$ cat config.mk
export PLATFORM = sky130hd
export DESIGN_NAME = fifo_uart_tx_flat
export DESIGN_NICKNAME = d
export VERILOG_FILES = /design/src/rtl/fifo_rd_if.sv /design/src/rtl/fifo_uart_tx.sv /design/src/flat_wrapper.sv
export SDC_FILE = /design/constraint.sdc
export NUM_CORES = 1
export LEC_CHECK = 0
export ABC_CLOCK_PERIOD_IN_PS = 4660
export CAP_MARGIN = 30
export CELL_PAD_IN_SITES_DETAIL_PLACEMENT = 1
export CELL_PAD_IN_SITES_GLOBAL_PLACEMENT = 1
export CORE_ASPECT_RATIO = 0.9
export CORE_MARGIN = 2
export CORE_UTILIZATION = 50
export CTS_BUF_LIST = sky130_fd_sc_hd__clkbuf_4
export CTS_CLUSTER_SIZE = 10
export DETAILED_ROUTE_END_ITERATION = 16
export HOLD_SLACK_MARGIN = 0.02
export PLACE_DENSITY = 0.91
export SYNTH_ARGS = -nofsm -noshare
export SYNTH_HDL_FRONTEND = slang
export SYNTH_SLANG_ARGS = --single-unit
$ cat constraint.sdc
create_clock -name clk -period 4.66 [get_ports clk]
set_input_delay 0.466 -clock clk [delete_from_list [all_inputs] [get_ports clk]]
set_output_delay 0.466 -clock clk [all_outputs]
set_load 0.05 [all_outputs]
$ cat src/rtl/fifo_rd_if.sv
`default_nettype none
// ============================================================================
//  Module      : fifo_rd_if
//  Description : Read-port bundle of the synchronous FIFO (pop strobe, data,
//                empty flag). The reader is the master.
//  Revision    : 1.0 - initial release
// ============================================================================
interface fifo_rd_if #(
    parameter int DATA_WIDTH = 8
);
    logic                  fifo_rd_en;
    logic [DATA_WIDTH-1:0] fifo_rdata;
    logic                  fifo_empty;

    modport master (
        output fifo_rd_en,
        input  fifo_rdata,
        input  fifo_empty
    );

    modport slave (
        input  fifo_rd_en,
        output fifo_rdata,
        output fifo_empty
    );
endinterface
`default_nettype wire

$ cat src/rtl/fifo_uart_tx.sv
`default_nettype none
// ============================================================================
//  Module      : fifo_uart_tx
//  Description : Pops words from a synchronous FIFO and sends each one as a
//                UART frame (start, LSB-first data, optional parity, stop).
//  Revision    : 1.0 - initial release
// ============================================================================
module fifo_uart_tx #(
    parameter int DATA_WIDTH   = 8,
    parameter int CLKS_PER_BIT = 434,
    parameter int RD_LATENCY   = 2,
    parameter int PARITY       = 0
) (
    input  wire logic  clk,
    input  wire logic  rst_n,
    input  wire logic  tx_en,
    fifo_rd_if.master  fifo,
    output logic       uart_txd,
    output logic       tx_busy,
    output logic       tx_done
);

    localparam int BAUD_W = $clog2(CLKS_PER_BIT);
    localparam int BIT_W  = (DATA_WIDTH > 1) ? $clog2(DATA_WIDTH) : 1;
    localparam int LAT_W  = (RD_LATENCY > 1) ? $clog2(RD_LATENCY) : 1;

    localparam logic [BAUD_W-1:0] BAUD_LAST = BAUD_W'(CLKS_PER_BIT - 1);
    localparam logic [BIT_W-1:0]  BIT_LAST  = BIT_W'(DATA_WIDTH - 1);
    localparam logic [LAT_W-1:0]  LAT_LAST  = LAT_W'(RD_LATENCY - 1);
    localparam logic              ODD_PAR   = (PARITY == 1);

    typedef enum logic [2:0] {
        ST_IDLE   = 3'd0,
        ST_FETCH  = 3'd1,
        ST_START  = 3'd2,
        ST_DATA   = 3'd3,
        ST_PARITY = 3'd4,
        ST_STOP   = 3'd5
    } state_t;

    state_t                state_q, state_d;
    logic [BAUD_W-1:0]     baud_q, baud_d;
    logic [BIT_W-1:0]      bit_cnt_q, bit_cnt_d;
    logic [BIT_W-1:0]      bit_nxt;
    logic [LAT_W-1:0]      lat_q, lat_d;
    logic [DATA_WIDTH-1:0] shift_q, shift_d;
    logic                  par_q, par_d;
    logic                  txd_q, txd_d;
    logic                  rd_en_q, rd_en_d;
    logic                  busy_q, busy_d;
    logic                  done_q, done_d;
    logic                  baud_last;

    always_comb begin
        state_d   = state_q;
        baud_d    = baud_q;
        bit_cnt_d = bit_cnt_q;
        lat_d     = lat_q;
        shift_d   = shift_q;
        par_d     = par_q;
        txd_d     = txd_q;
        rd_en_d   = 1'b0;
        done_d    = 1'b0;
        bit_nxt   = bit_cnt_q + 1'b1;
        baud_last = (baud_q == BAUD_LAST);

        case (state_q)
            ST_IDLE: begin
                txd_d     = 1'b1;
                baud_d    = '0;
                bit_cnt_d = '0;
                lat_d     = '0;
                if (tx_en && !fifo.fifo_empty) begin
                    state_d = ST_FETCH;
                    rd_en_d = 1'b1;
                end
            end
            ST_FETCH: begin
                // First FETCH cycle only retires the pop strobe; the latency
                // count starts from the edge that sampled it.
                if (rd_en_q) begin
                    lat_d = '0;
                end else if (lat_q == LAT_LAST) begin
                    shift_d = fifo.fifo_rdata;
                    par_d   = ODD_PAR ^ (^fifo.fifo_rdata);
                    txd_d   = 1'b0;
                    lat_d   = '0;
                    state_d = ST_START;
                end else begin
                    lat_d = lat_q + 1'b1;
                end
            end
            ST_START: begin
                if (baud_last) begin
                    baud_d    = '0;
                    bit_cnt_d = '0;
                    txd_d     = shift_q[0];
                    state_d   = ST_DATA;
                end else begin
                    baud_d = baud_q + 1'b1;
                end
            end
            ST_DATA: begin
                if (baud_last) begin
                    baud_d = '0;
                    if (bit_cnt_q == BIT_LAST) begin
                        bit_cnt_d = '0;
                        if (PARITY != 0) begin
                            txd_d   = par_q;
                            state_d = ST_PARITY;
                        end else begin
                            txd_d   = 1'b1;
                            state_d = ST_STOP;
                        end
                    end else begin
                        // Index rather than shift so the captured word stays intact.
                        bit_cnt_d = bit_nxt;
                        txd_d     = shift_q[bit_nxt];
                    end
                end else begin
                    baud_d = baud_q + 1'b1;
                end
            end
            ST_PARITY: begin
                if (baud_last) begin
                    baud_d  = '0;
                    txd_d   = 1'b1;
                    state_d = ST_STOP;
                end else begin
                    baud_d = baud_q + 1'b1;
                end
            end
            ST_STOP: begin
                if (baud_last) begin
                    baud_d  = '0;
                    done_d  = 1'b1;
                    state_d = ST_IDLE;
                end else begin
                    baud_d = baud_q + 1'b1;
                end
            end
            default: begin
                txd_d   = 1'b1;
                state_d = ST_IDLE;
            end
        endcase

        busy_d = (state_d != ST_IDLE);
    end

    always_ff @(posedge clk or negedge rst_n) begin
        if (!rst_n) begin
            state_q   <= ST_IDLE;
            baud_q    <= '0;
            bit_cnt_q <= '0;
            lat_q     <= '0;
            shift_q   <= '0;
            par_q     <= 1'b0;
            txd_q     <= 1'b1;
            rd_en_q   <= 1'b0;
            busy_q    <= 1'b0;
            done_q    <= 1'b0;
        end else begin
            state_q   <= state_d;
            baud_q    <= baud_d;
            bit_cnt_q <= bit_cnt_d;
            lat_q     <= lat_d;
            shift_q   <= shift_d;
            par_q     <= par_d;
            txd_q     <= txd_d;
            rd_en_q   <= rd_en_d;
            busy_q    <= busy_d;
            done_q    <= done_d;
        end
    end

    assign fifo.fifo_rd_en = rd_en_q;
    assign uart_txd        = txd_q;
    assign tx_busy         = busy_q;
    assign tx_done         = done_q;

endmodule
`default_nettype wire

$ cat src/flat_wrapper.sv
// flat-port wrapper written by rule: the top's interface ports become plain ports
module fifo_uart_tx_flat 
#(
    parameter int DATA_WIDTH   = 8,
    parameter int CLKS_PER_BIT = 434,
    parameter int RD_LATENCY   = 2,
    parameter int PARITY       = 0
)
  (clk, rst_n, tx_en, uart_txd, tx_busy, tx_done, fifo_fifo_rd_en, fifo_fifo_rdata, fifo_fifo_empty);
  fifo_rd_if #(.DATA_WIDTH(DATA_WIDTH)) fifo_i ();
  input  wire logic clk;
  input  wire logic rst_n;
  input  wire logic tx_en;
  output logic uart_txd;
  output logic tx_busy;
  output logic tx_done;
  output wire logic [$bits(fifo_i.fifo_rd_en)-1:0] fifo_fifo_rd_en;
  input wire logic [$bits(fifo_i.fifo_rdata)-1:0] fifo_fifo_rdata;
  input wire logic [$bits(fifo_i.fifo_empty)-1:0] fifo_fifo_empty;
  assign fifo_fifo_rd_en = fifo_i.fifo_rd_en;
  assign fifo_i.fifo_rdata = fifo_fifo_rdata;
  assign fifo_i.fifo_empty = fifo_fifo_empty;
  fifo_uart_tx #(.DATA_WIDTH(DATA_WIDTH), .CLKS_PER_BIT(CLKS_PER_BIT), .RD_LATENCY(RD_LATENCY), .PARITY(PARITY)) u_core (.clk(clk), .rst_n(rst_n), .tx_en(tx_en), .fifo(fifo_i), .uart_txd(uart_txd), .tx_busy(tx_busy), .tx_done(tx_done));
endmodule
Word-level counts from Yosys, hierarchy flattened
Cells that the tools add are included.
W data, S select, Z words.

word-level totals
  register bits = 28
  input bits = 12
  logic and storage cells = 69

operators by class
  add/subtract/negate cells = 3
  $lt $le $gt $ge = 1
  equal/unequal tests = 12
  mux-type cells = 31
  bitwise operators = 2
  reduce and logical (&&, ||, !) cells = 11

operators with widths
  cell                   count
  $mux W3                11
  $pmux W3 S6            1
  $pmux W9 S2            1
  $mux W1                13
  $add A9 B1 Y9 const B  1
  $eq A3 B3 Y1 const B   3
  $eq A9 B9 Y1 const B   1
  $mux W9                1
  $pmux W3 S3            1
  $ne A2 B1 Y1 const B   4
  $eq A3 B2 Y1 const B   2
  $reduce_and A3 Y1      2
  $reduce_and A6 Y1      1
  $reduce_bool A3 Y1     2
  $pmux W1 S5            1
  $lt A3 B4 Y1 const B   1
  $reduce_bool A2 Y1     2
  $reduce_or A4 Y1       1
  $add A3 B1 Y3 const B  1
  $bmux W1 S3            1
  $eq A3 B1 Y1 const B   1
  $logic_not A3 Y1       1
  $ne A2 B2 Y1 const B   1
  $not A1 Y1             2
  other kinds (4)        4

Depth between registers and ports, before layout
Gate-level depths: netlist (run 1).

  word-level depth = 6
  depth in mapped cells = 7
  mapped depth without buffers = 6

Least setup slack after synthesis (run 1)
No wires, ideal clock.

  kind = reg-to-reg
  start point = register u_core.baud_q[1]
  end point = register u_core.bit_cnt_q[1]
  data arrival time = 1570 ps
  required time = 4539 ps
  path slack = 2970 ps
  stages on the path, launching flop included = 8
  buffers on the path = 1
  period minus slack after synthesis = 1690 ps
  cells stage by stage = dfrtp_1 inv_1 ha_1 and4b_4 and2_4 buf_6 mux2_4 a22o_1

on the way
  word-level cells in the longest chain between the ends = 3
  elaborated cells on any way between the ends = 4
  those cells by class = 3 x eq/ne; 1 x reduce/logical

ends and longest elaborated chain
  item                                    RTL line             RTL
  start, declared                         fifo_uart_tx.sv:42   logic [BAUD_W-1:0] baud_q, baud_d;
  start signal, assigned                  fifo_uart_tx.sv:165  baud_q <= baud_d;
  $eq A9 B9 Y1 (*)                        fifo_uart_tx.sv:65   baud_last = (baud_q == BAUD_LAST);
  $ne A2 B1 Y1 (no source line)           --
  $reduce_and A3 Y1 (no source line) (*)  --
  end signal, assigned                    fifo_uart_tx.sv:166  bit_cnt_q <= bit_cnt_d;
  end, declared                           fifo_uart_tx.sv:43   logic [BIT_W-1:0] bit_cnt_q, bit_cnt_d;

Mark *: on every way between the ends. The rest lies on a longest branch, timed or not.
A chain may end at the register's enable or synchronous reset.

Worst setup path after layout (run 1)
  start point = register u_core.state_q[1]
  end point = register u_core.txd_q (netlist: u_core.uart_txd)

on the way
  word-level cells in the longest chain between the ends = 3
  elaborated cells on any way between the ends = 13
  those cells by class = 10 x eq/ne; 1 x mux; 1 x bitwise; 1 x reduce/logical

ends and longest elaborated chain
  item                                                   RTL line             RTL
  start, declared                                        fifo_uart_tx.sv:41   state_t state_q, state_d;
  start signal, assigned                                 fifo_uart_tx.sv:164  state_q <= state_d;
  $eq A3 B3 Y1 (tied with other cells)                   fifo_uart_tx.sv:67   case (state_q)
  $ne A2 B1 Y1 (no source line) (tied with other cells)  --
  $reduce_and A6 Y1 (no source line)                     --
  end signal, assigned                                   fifo_uart_tx.sv:170  txd_q <= txd_d;
  end, declared                                          fifo_uart_tx.sv:48   logic txd_q, txd_d;

Several ways; a longest one is shown, not always the timed one.

==> key figures, run 1 <==
Run status
  • Status: finished, final reports clean

Critical path
  • CP Capture Point: u_core.uart_txd$_DFFE_PN1P_
  • Worst Path Arrival: 2500 ps
  • Critical Path Start: u_core.state_q[1]$_DFF_PN0_
  • Critical-path maximum fanout: 17
  • Setup slack, reg-to-reg: 2430 ps
  • Critical path class: reg -> reg
  • Crit end category: register
  • Endpoint required time on the critical path: 4930 ps
  • R2r endpoint: u_core.uart_txd$_DFFE_PN1P_
  • Critical Path Start Type: register
  • RR Startpoint: u_core.state_q[1]$_DFF_PN0_
  • FF-to-FF path depth: 4

Clock tree
  • # clock sinks: 28
  • Cts hold-fix bufs: 0
  • Clk buf depth: 2
  • H-tree depth: 1
  • # resized after CTS: 0
  • CTS Buf Count: 3
  • Setup bufs post-CTS: 0
  • Clk slew on worst S/H paths: 150 ps
  • CTS tree: built
  • Worst skew pair latency: 330 ps
  • Root Driver: clkbuf_4

Placement
  • Detailed placement HPWL: 2430 um
  • Worst slack at placement: 2510 ps
  • I/O Buffers: 15
  • Global placement routability congestion: 0.797

Yosys
  • Synth cell types: 43
  • Register area share after synthesis: 45.9%
  • Syn_area_per_cell: 11.0 um2
  • Synthesized Nets: 155
  • Mapped Area: 1530 um2
  • Yosys Warn Count: 0
  • Synth Register Bits: 28
  • Post-Synthesis Cells: 139

Drt
  • Routed Antenna Nets: 0
  • Iter 0 DRT Violations: 65
  • Final wirelength: 3360 um
  • Vias/cell: 5.97
  • Wire per inst: 17.4 um
  • Via count: 1152
  • # DRC: 0
  • TritonRoute pass-1 iters: 4

Final layout
  • Share of cells above drive strength 1: 15.9%
  • Final nets: 168
  • Diodes inserted: 0
  • Area Overhead vs Synth: 12.3%

Timing
  • Final Hold Vio Count: 0
  • Hold WS: 502 ps
  • Setup violations, final: 0
  • Max Clock Freq: 449 MHz
  • Worst Skew: 6.69 ps
  • Tcrit/Tclk final: 47.8%
  • Unrepaired setup endpoints after global routing: no
  • Normalized max-slew margin: 31.4%
  • Final setup TNS: 0 ps
  • Worst Max-Slew Pin Slew: 1030 ps
  • Min Clock Period, post-route: 2230 ps
  • Final slew viol count: 0
  • Final WS setup: 2430 ps

Global routing
  • Initial antenna violation count: 0
  • Number of global-route vias before repair: 1238
  • Pin count of the biggest net entering global routing: 29
  • All-Layer GR Usage: 21.0%
  • First-pass GRT wire length: 5800 um
  • Grt total ovfl: 0

Run
  • Max cap viols: 0

Die
  • Die area: 3520 um2
  • Initial Util: 51.1%
  • Die width: 62.3 um
  • Die height: 56.5 um
  • # IOs: 16
  • # rows: 19
  • Core Area: 3000 um2

Pwr
  • PD cells: 461 nW/um2
  • Worst IR Drop VDD: 0.241 mV
  • Total power: 793 uW
  • Pleak: 0.000731 uW

Worst hold path
  • Worst Hold Class: in -> async
==> per-layer routing <==
metal | wire length, um | global-route usage, % | vias to the layer above
met4 | 71 | 8.25 | 0
met3 | 138 | 3.41 | 10
li1 | - | - | 533
met2 | 1680 | 36.5 | 39
met5 | 0 | 0 | -
met1 | 1470 | 26.3 | 570
==> layout make-up <==
class                      instances  area (um2)
sequential                        28         702
clock inverter                     1        3.75
multi-input combinational         98         761
fill                             343        1280
inverter                           5        18.8
timing repair buffer              16         158
tap                               42        52.6
clock buffer                       3        22.5
==> Yosys cell counts (all sizes together) <==
| library cell | instances | area share (%) |
|---|---|---|
| nand2 | 9 | 2.2 |
| a2111oi | 2 | 1.1 |
| and3 | 3 | 1.2 |
| o31ai | 1 | 0.49 |
| mux2 | 15 | 11 |
| a2bb2oi | 2 | 1.1 |
| dfrtp | 27 | 44 |
| a21oi | 6 | 2.0 |
| dfstp | 1 | 1.7 |
| a211oi | 1 | 0.49 |
| or2 | 1 | 0.41 |
| xor2 | 2 | 1.1 |
| nand4 | 1 | 0.41 |
| clkbuf | 4 | 1.1 |
| nand2b | 4 | 1.6 |
| and4b | 1 | 0.90 |
| a221oi | 1 | 0.57 |
| inv | 5 | 1.2 |
| o21ai | 6 | 2.0 |
| a21o | 3 | 1.5 |
| o211ai | 1 | 0.82 |
| nor2 | 3 | 0.74 |
| mux2i | 2 | 1.3 |
| nor2b | 2 | 0.82 |
| nor3b | 1 | 0.49 |
| mux4 | 1 | 1.5 |
| ha | 4 | 3.3 |
| a32o | 1 | 0.65 |
| a22o | 6 | 3.4 |
| or4b | 1 | 0.65 |
| and2 | 1 | 0.57 |
| o32ai | 1 | 0.57 |
| nor3 | 5 | 1.6 |
| o2bb2ai | 1 | 0.57 |
| buf | 4 | 2.1 |
| and4bb | 1 | 0.82 |
| nand3 | 7 | 2.3 |
| xnor2 | 2 | 1.1 |
==> cell families (layout without fill, tap and decap cells) <==
logic type               after synthesis  count (layout)  synth area share (%)
AND/OR/NAND/NOR                       40              40                  14.8
multiplexers                          18              18                  14.1
XOR/XNOR                               4               4                  2.29
AO/OA/AOI/OAI                         32              32                  15.3
buffers and inverters                 13              25                  4.42
adder cells (fa/ha/maj)                4               4                  3.27
flip-flops                            28              28                  45.9
==> cells in the final DEF (no fill, tap or decap), drive strengths merged, types with 2 or more instances in the layout <==
master,count
dfrtp,27
clkdlybuf4s50,15
mux2,15
nand2,9
nand3,7
a21oi,6
a22o,6
o21ai,6
inv,5
nor3,5
nand2b,4
ha,4
nor2,3
and3,3
a21o,3
clkbuf,3
xnor2,2
a2111oi,2
nor2b,2
a2bb2oi,2
mux2i,2
xor2,2
==> through the flow <==
step / utilization (%) / std cells / instance area, um2
after floorplan: - / 139 / 1530
after global placement: 56.5 / 189 / 1690
after detailed placement: 56.5 / 189 / 1690
after CTS: 57.4 / 193 / 1720
after global routing: 57.4 / 193 / 1720
final: 57.4 / 193 / 1720
==> worst max-delay path: stages, from the launching register on <==
cell and delay, ps:
dfrtp_1 700, xnor2_1 240, a21oi_1 830, a2111oi_0 190, a2bb2oi_1 210
==> sequential cells by signal, summed over array words and instances, names as in the netlist <==
register                cells
u_core.tx_busy              1
u_core.lat_q                1
u_core.baud_q               9
u_core.bit_cnt_q            3
u_core.fifo.fifo_rd_en      1
u_core.tx_done              1
u_core.uart_txd             1
u_core.shift_q              8
u_core.state_q              3
==> worst min path at each step <==
| stage | from | end | slack, ps |
|---|---|---|---|
| detailed placement | u_core.fifo.fifo_rd_en$_DFF_PN0_ | u_core.lat_q$_DFFE_PN0P_ | 490 |
| CTS | rst_n | u_core.tx_busy$_DFF_PN0_ | 510 |
| global placement | u_core.fifo.fifo_rd_en$_DFF_PN0_ | u_core.lat_q$_DFFE_PN0P_ | 470 |
| floorplan | rst_n | u_core.baud_q[0]$_DFFE_PN0P_ | 170 |
| finish | rst_n | u_core.state_q[0]$_DFF_PN0_ | 500 |
| global route | rst_n | u_core.baud_q[8]$_DFFE_PN0P_ | 520 |
==> report_power, final <==
part | total [uW] | internal (uW) | switching (uW)
clock | 104 | 31.5 | 72.4
combinational | 278 | 143 | 135
sequential | 411 | 319 | 91.5
Power figures use the tool's default switching activity.
==> run 2: changes to the inputs <==
--- a/config.mk
+++ b/config.mk
@@ -5,18 +5,18 @@
 export SDC_FILE = /design/constraint.sdc
 export NUM_CORES = 1
 export LEC_CHECK = 0
-export ABC_CLOCK_PERIOD_IN_PS = 4660
+export ABC_CLOCK_PERIOD_IN_PS = 2250
 export CAP_MARGIN = 30
 export CELL_PAD_IN_SITES_DETAIL_PLACEMENT = 1
 export CELL_PAD_IN_SITES_GLOBAL_PLACEMENT = 1
 export CORE_ASPECT_RATIO = 0.9
 export CORE_MARGIN = 2
-export CORE_UTILIZATION = 50
+export CORE_UTILIZATION = 46
 export CTS_BUF_LIST = sky130_fd_sc_hd__clkbuf_4
 export CTS_CLUSTER_SIZE = 10
 export DETAILED_ROUTE_END_ITERATION = 16
 export HOLD_SLACK_MARGIN = 0.02
-export PLACE_DENSITY = 0.91
+export PLACE_DENSITY = 0.85
 export SYNTH_ARGS = -nofsm -noshare
 export SYNTH_HDL_FRONTEND = slang
 export SYNTH_SLANG_ARGS = --single-unit
==> constraint.sdc (replaced) <==
create_clock -name clk -period 2.25 [get_ports clk]
set_input_delay 0.225 -clock clk [delete_from_list [all_inputs] [get_ports clk]]
set_output_delay 0.225 -clock clk [all_outputs]
set_load 0.05 [all_outputs]
==> run 2 against run 1 <==
Compared with the run above: register-to-register slack lost 2100 ps; clock power grew 110%; highest routed layer unchanged; total power grew 110%; sequential share of layout area shrank 0.44 points; via count shrank 3.6%; largest power group unchanged.
==> key figures, run 2 (same netlist as run 1, synthesis figures left out) <==
Clock tree
  • Clk buf depth: 2
  • CTS tree: built
  • Root Driver: clkbuf_4
  • CTS Buf Count: 3
  • Worst skew pair latency: 320 ps
  • Clk slew on worst S/H paths: 140 ps
  • Cts hold-fix bufs: 0
  • Setup bufs post-CTS: 0
  • H-tree depth: 1
  • # resized after CTS: 0
  • # clock sinks: 28

Timing
  • Final Hold Vio Count: 0
  • Normalized max-slew margin: 52.4%
  • Final setup TNS: 0 ps
  • Worst Skew: 7.51 ps
  • Tcrit/Tclk final: 84.8%
  • Setup violations, final: 0
  • Min Clock Period, post-route: 1910 ps
  • Final WS setup: 342 ps
  • Unrepaired setup endpoints after global routing: no
  • Hold WS: 263 ps
  • Max Clock Freq: 524 MHz
  • Final slew viol count: 0
  • Worst Max-Slew Pin Slew: 709 ps

Final layout
  • Max reg flops: 9
  • Largest register by flop count: u_core.baud_q
  • Regs by FF count: u_core.baud_q x9, u_core.shift_q x8
  • # fillers: 340
  • Diodes inserted: 0
  • Most frequent cells in the layout: dfrtp_1, clkdlybuf4s50_1, mux2_2, nand2_1, nand3_1
  • Storage element area: 702 um2
  • Area Overhead vs Synth: 13.5%
  • Share of cells above drive strength 1: 17.6%
  • Most common cell after layout, fill and taps aside: dfrtp_1
  • Area of the multi-input gates: 761 um2
  • Final nets: 170

Placement
  • I/O Buffers: 15
  • Worst slack at placement: 401 ps
  • Detailed placement HPWL: 2490 um
  • Global placement routability congestion: 0.874

Pwr
  • Comb pwr share: 35.9%
  • Internal power: 1050 uW
  • Net Switching: 592 uW
  • Worst IR Drop VDD: 0.517 mV
  • Clk network pwr share: 13.3%
  • Switching share of power: 36.1%
  • PD cells: 945 nW/um2
  • Pleak: 0.000743 uW
  • Reg power frac: 50.8%

Global routing
  • Pin count of the biggest net entering global routing: 29
  • Number of global-route vias before repair: 1234
  • Grt total ovfl: 0
  • All-Layer GR Usage: 19.9%
  • Initial antenna violation count: 0
  • First-pass GRT wire length: 5820 um

Worst hold path
  • Worst Hold Class: in -> async

Drt
  • Wire per inst: 16.9 um
  • Via count: 1111
  • Vias/cell: 5.70
  • Final wirelength: 3290 um
  • # DRC: 0
  • TritonRoute pass-1 iters: 4
  • Routed Antenna Nets: 0
  • Iter 0 DRT Violations: 53

Critical path
  • Critical path's slowest cell: clkdlybuf4s50_1
  • Largest stage delay on the critical path: 800 ps
  • Critical-path maximum fanout: 2
  • Worst Path Arrival: 1680 ps
  • Crit end category: output pin
  • CP Cell Sequence: clkdlybuf4s50_1
  • Setup slack, reg-to-reg: 380 ps
  • Critical path class: reg -> out
  • Buf/Inv on CP: 1
  • Critical Path Start Type: register
  • Delay-heaviest family, CP: buffers and inverters
  • Endpoint required time on the critical path: 2030 ps

Die
  • # IOs: 16
  • Die width: 64.8 um
  • # rows: 19
  • Initial Util: 49.1%
  • Die area: 3800 um2
  • Die height: 58.7 um
  • Core Area: 3110 um2

Run status
  • Status: finished, final reports clean

Run
  • Max cap viols: 0
==> run 2: changes by cell type in the layout (fill, tap and decap cells not counted), sizes merged <==
cell,before,now
clkbuf,3,4
buf,1,3
clkinv,1,0
==> run 2: per-stage QoR <==
stage          area [um2]  power (uW)  util [%]  instances
2_1_floorplan        1530        1240         -        139
3_3_place_gp         1710        1380      54.8        191
3_5_place_dp         1710        1430      54.8        191
4_1_cts              1740        1660      55.8        195
5_1_grt              1740        1770      55.8        195
6_report             1740        1640      55.8        195
==> run 2: path summary, 6_finish.rpt <==
check | endpoint | cells after the start | start
setup reg to reg | u_core.uart_txd$_DFFE_PN1P_ | 5 | u_core.bit_cnt_q[0]$_DFFE_PN0P_
hold reg to reg | u_core.lat_q$_DFFE_PN0P_ | 1 | u_core.fifo.fifo_rd_en$_DFF_PN0_
max in group asynchronous | u_core.uart_txd$_DFFE_PN1P_ | 2 | rst_n
hold / removal | u_core.shift_q[5]$_DFFE_PN0P_ | 2 | rst_n
min in group clk | u_core.lat_q$_DFFE_PN0P_ | 1 | u_core.fifo.fifo_rd_en$_DFF_PN0_
setup / recovery | uart_txd | 1 | u_core.uart_txd$_DFFE_PN1P_
==> run 2: power groups by stage <==
stage | Clock (uW) | Combinational [uW] | Sequential, uW
floorplan | 0 | 449 | 793
global placement | 0 | 551 | 833
detailed placement | 0 | 590 | 844
CTS | 233 | 595 | 834
global route | 251 | 655 | 863
finish | 218 | 589 | 834
==> run 2: per-layer routing <==
layer | up-vias | share of wire (%) | track usage, %
met3 | 2 | 3.1 | 3.63
met1 | 558 | 47 | 25.3
met2 | 14 | 50 | 36.1
li1 | 537 | - | -
met5 | - | 0 | 0
met4 | 0 | 0.52 | 3.65
==> run 2: cell type report <==
| cell class | instances | area share, % |
|---|---|---|
| timing repair buffer | 18 | 9.94 |
| multi-input combinational | 98 | 43.8 |
| tap | 42 | 3.03 |
| inverter | 5 | 1.08 |
| clock buffer | 4 | 1.73 |
| sequential | 28 | 40.4 |
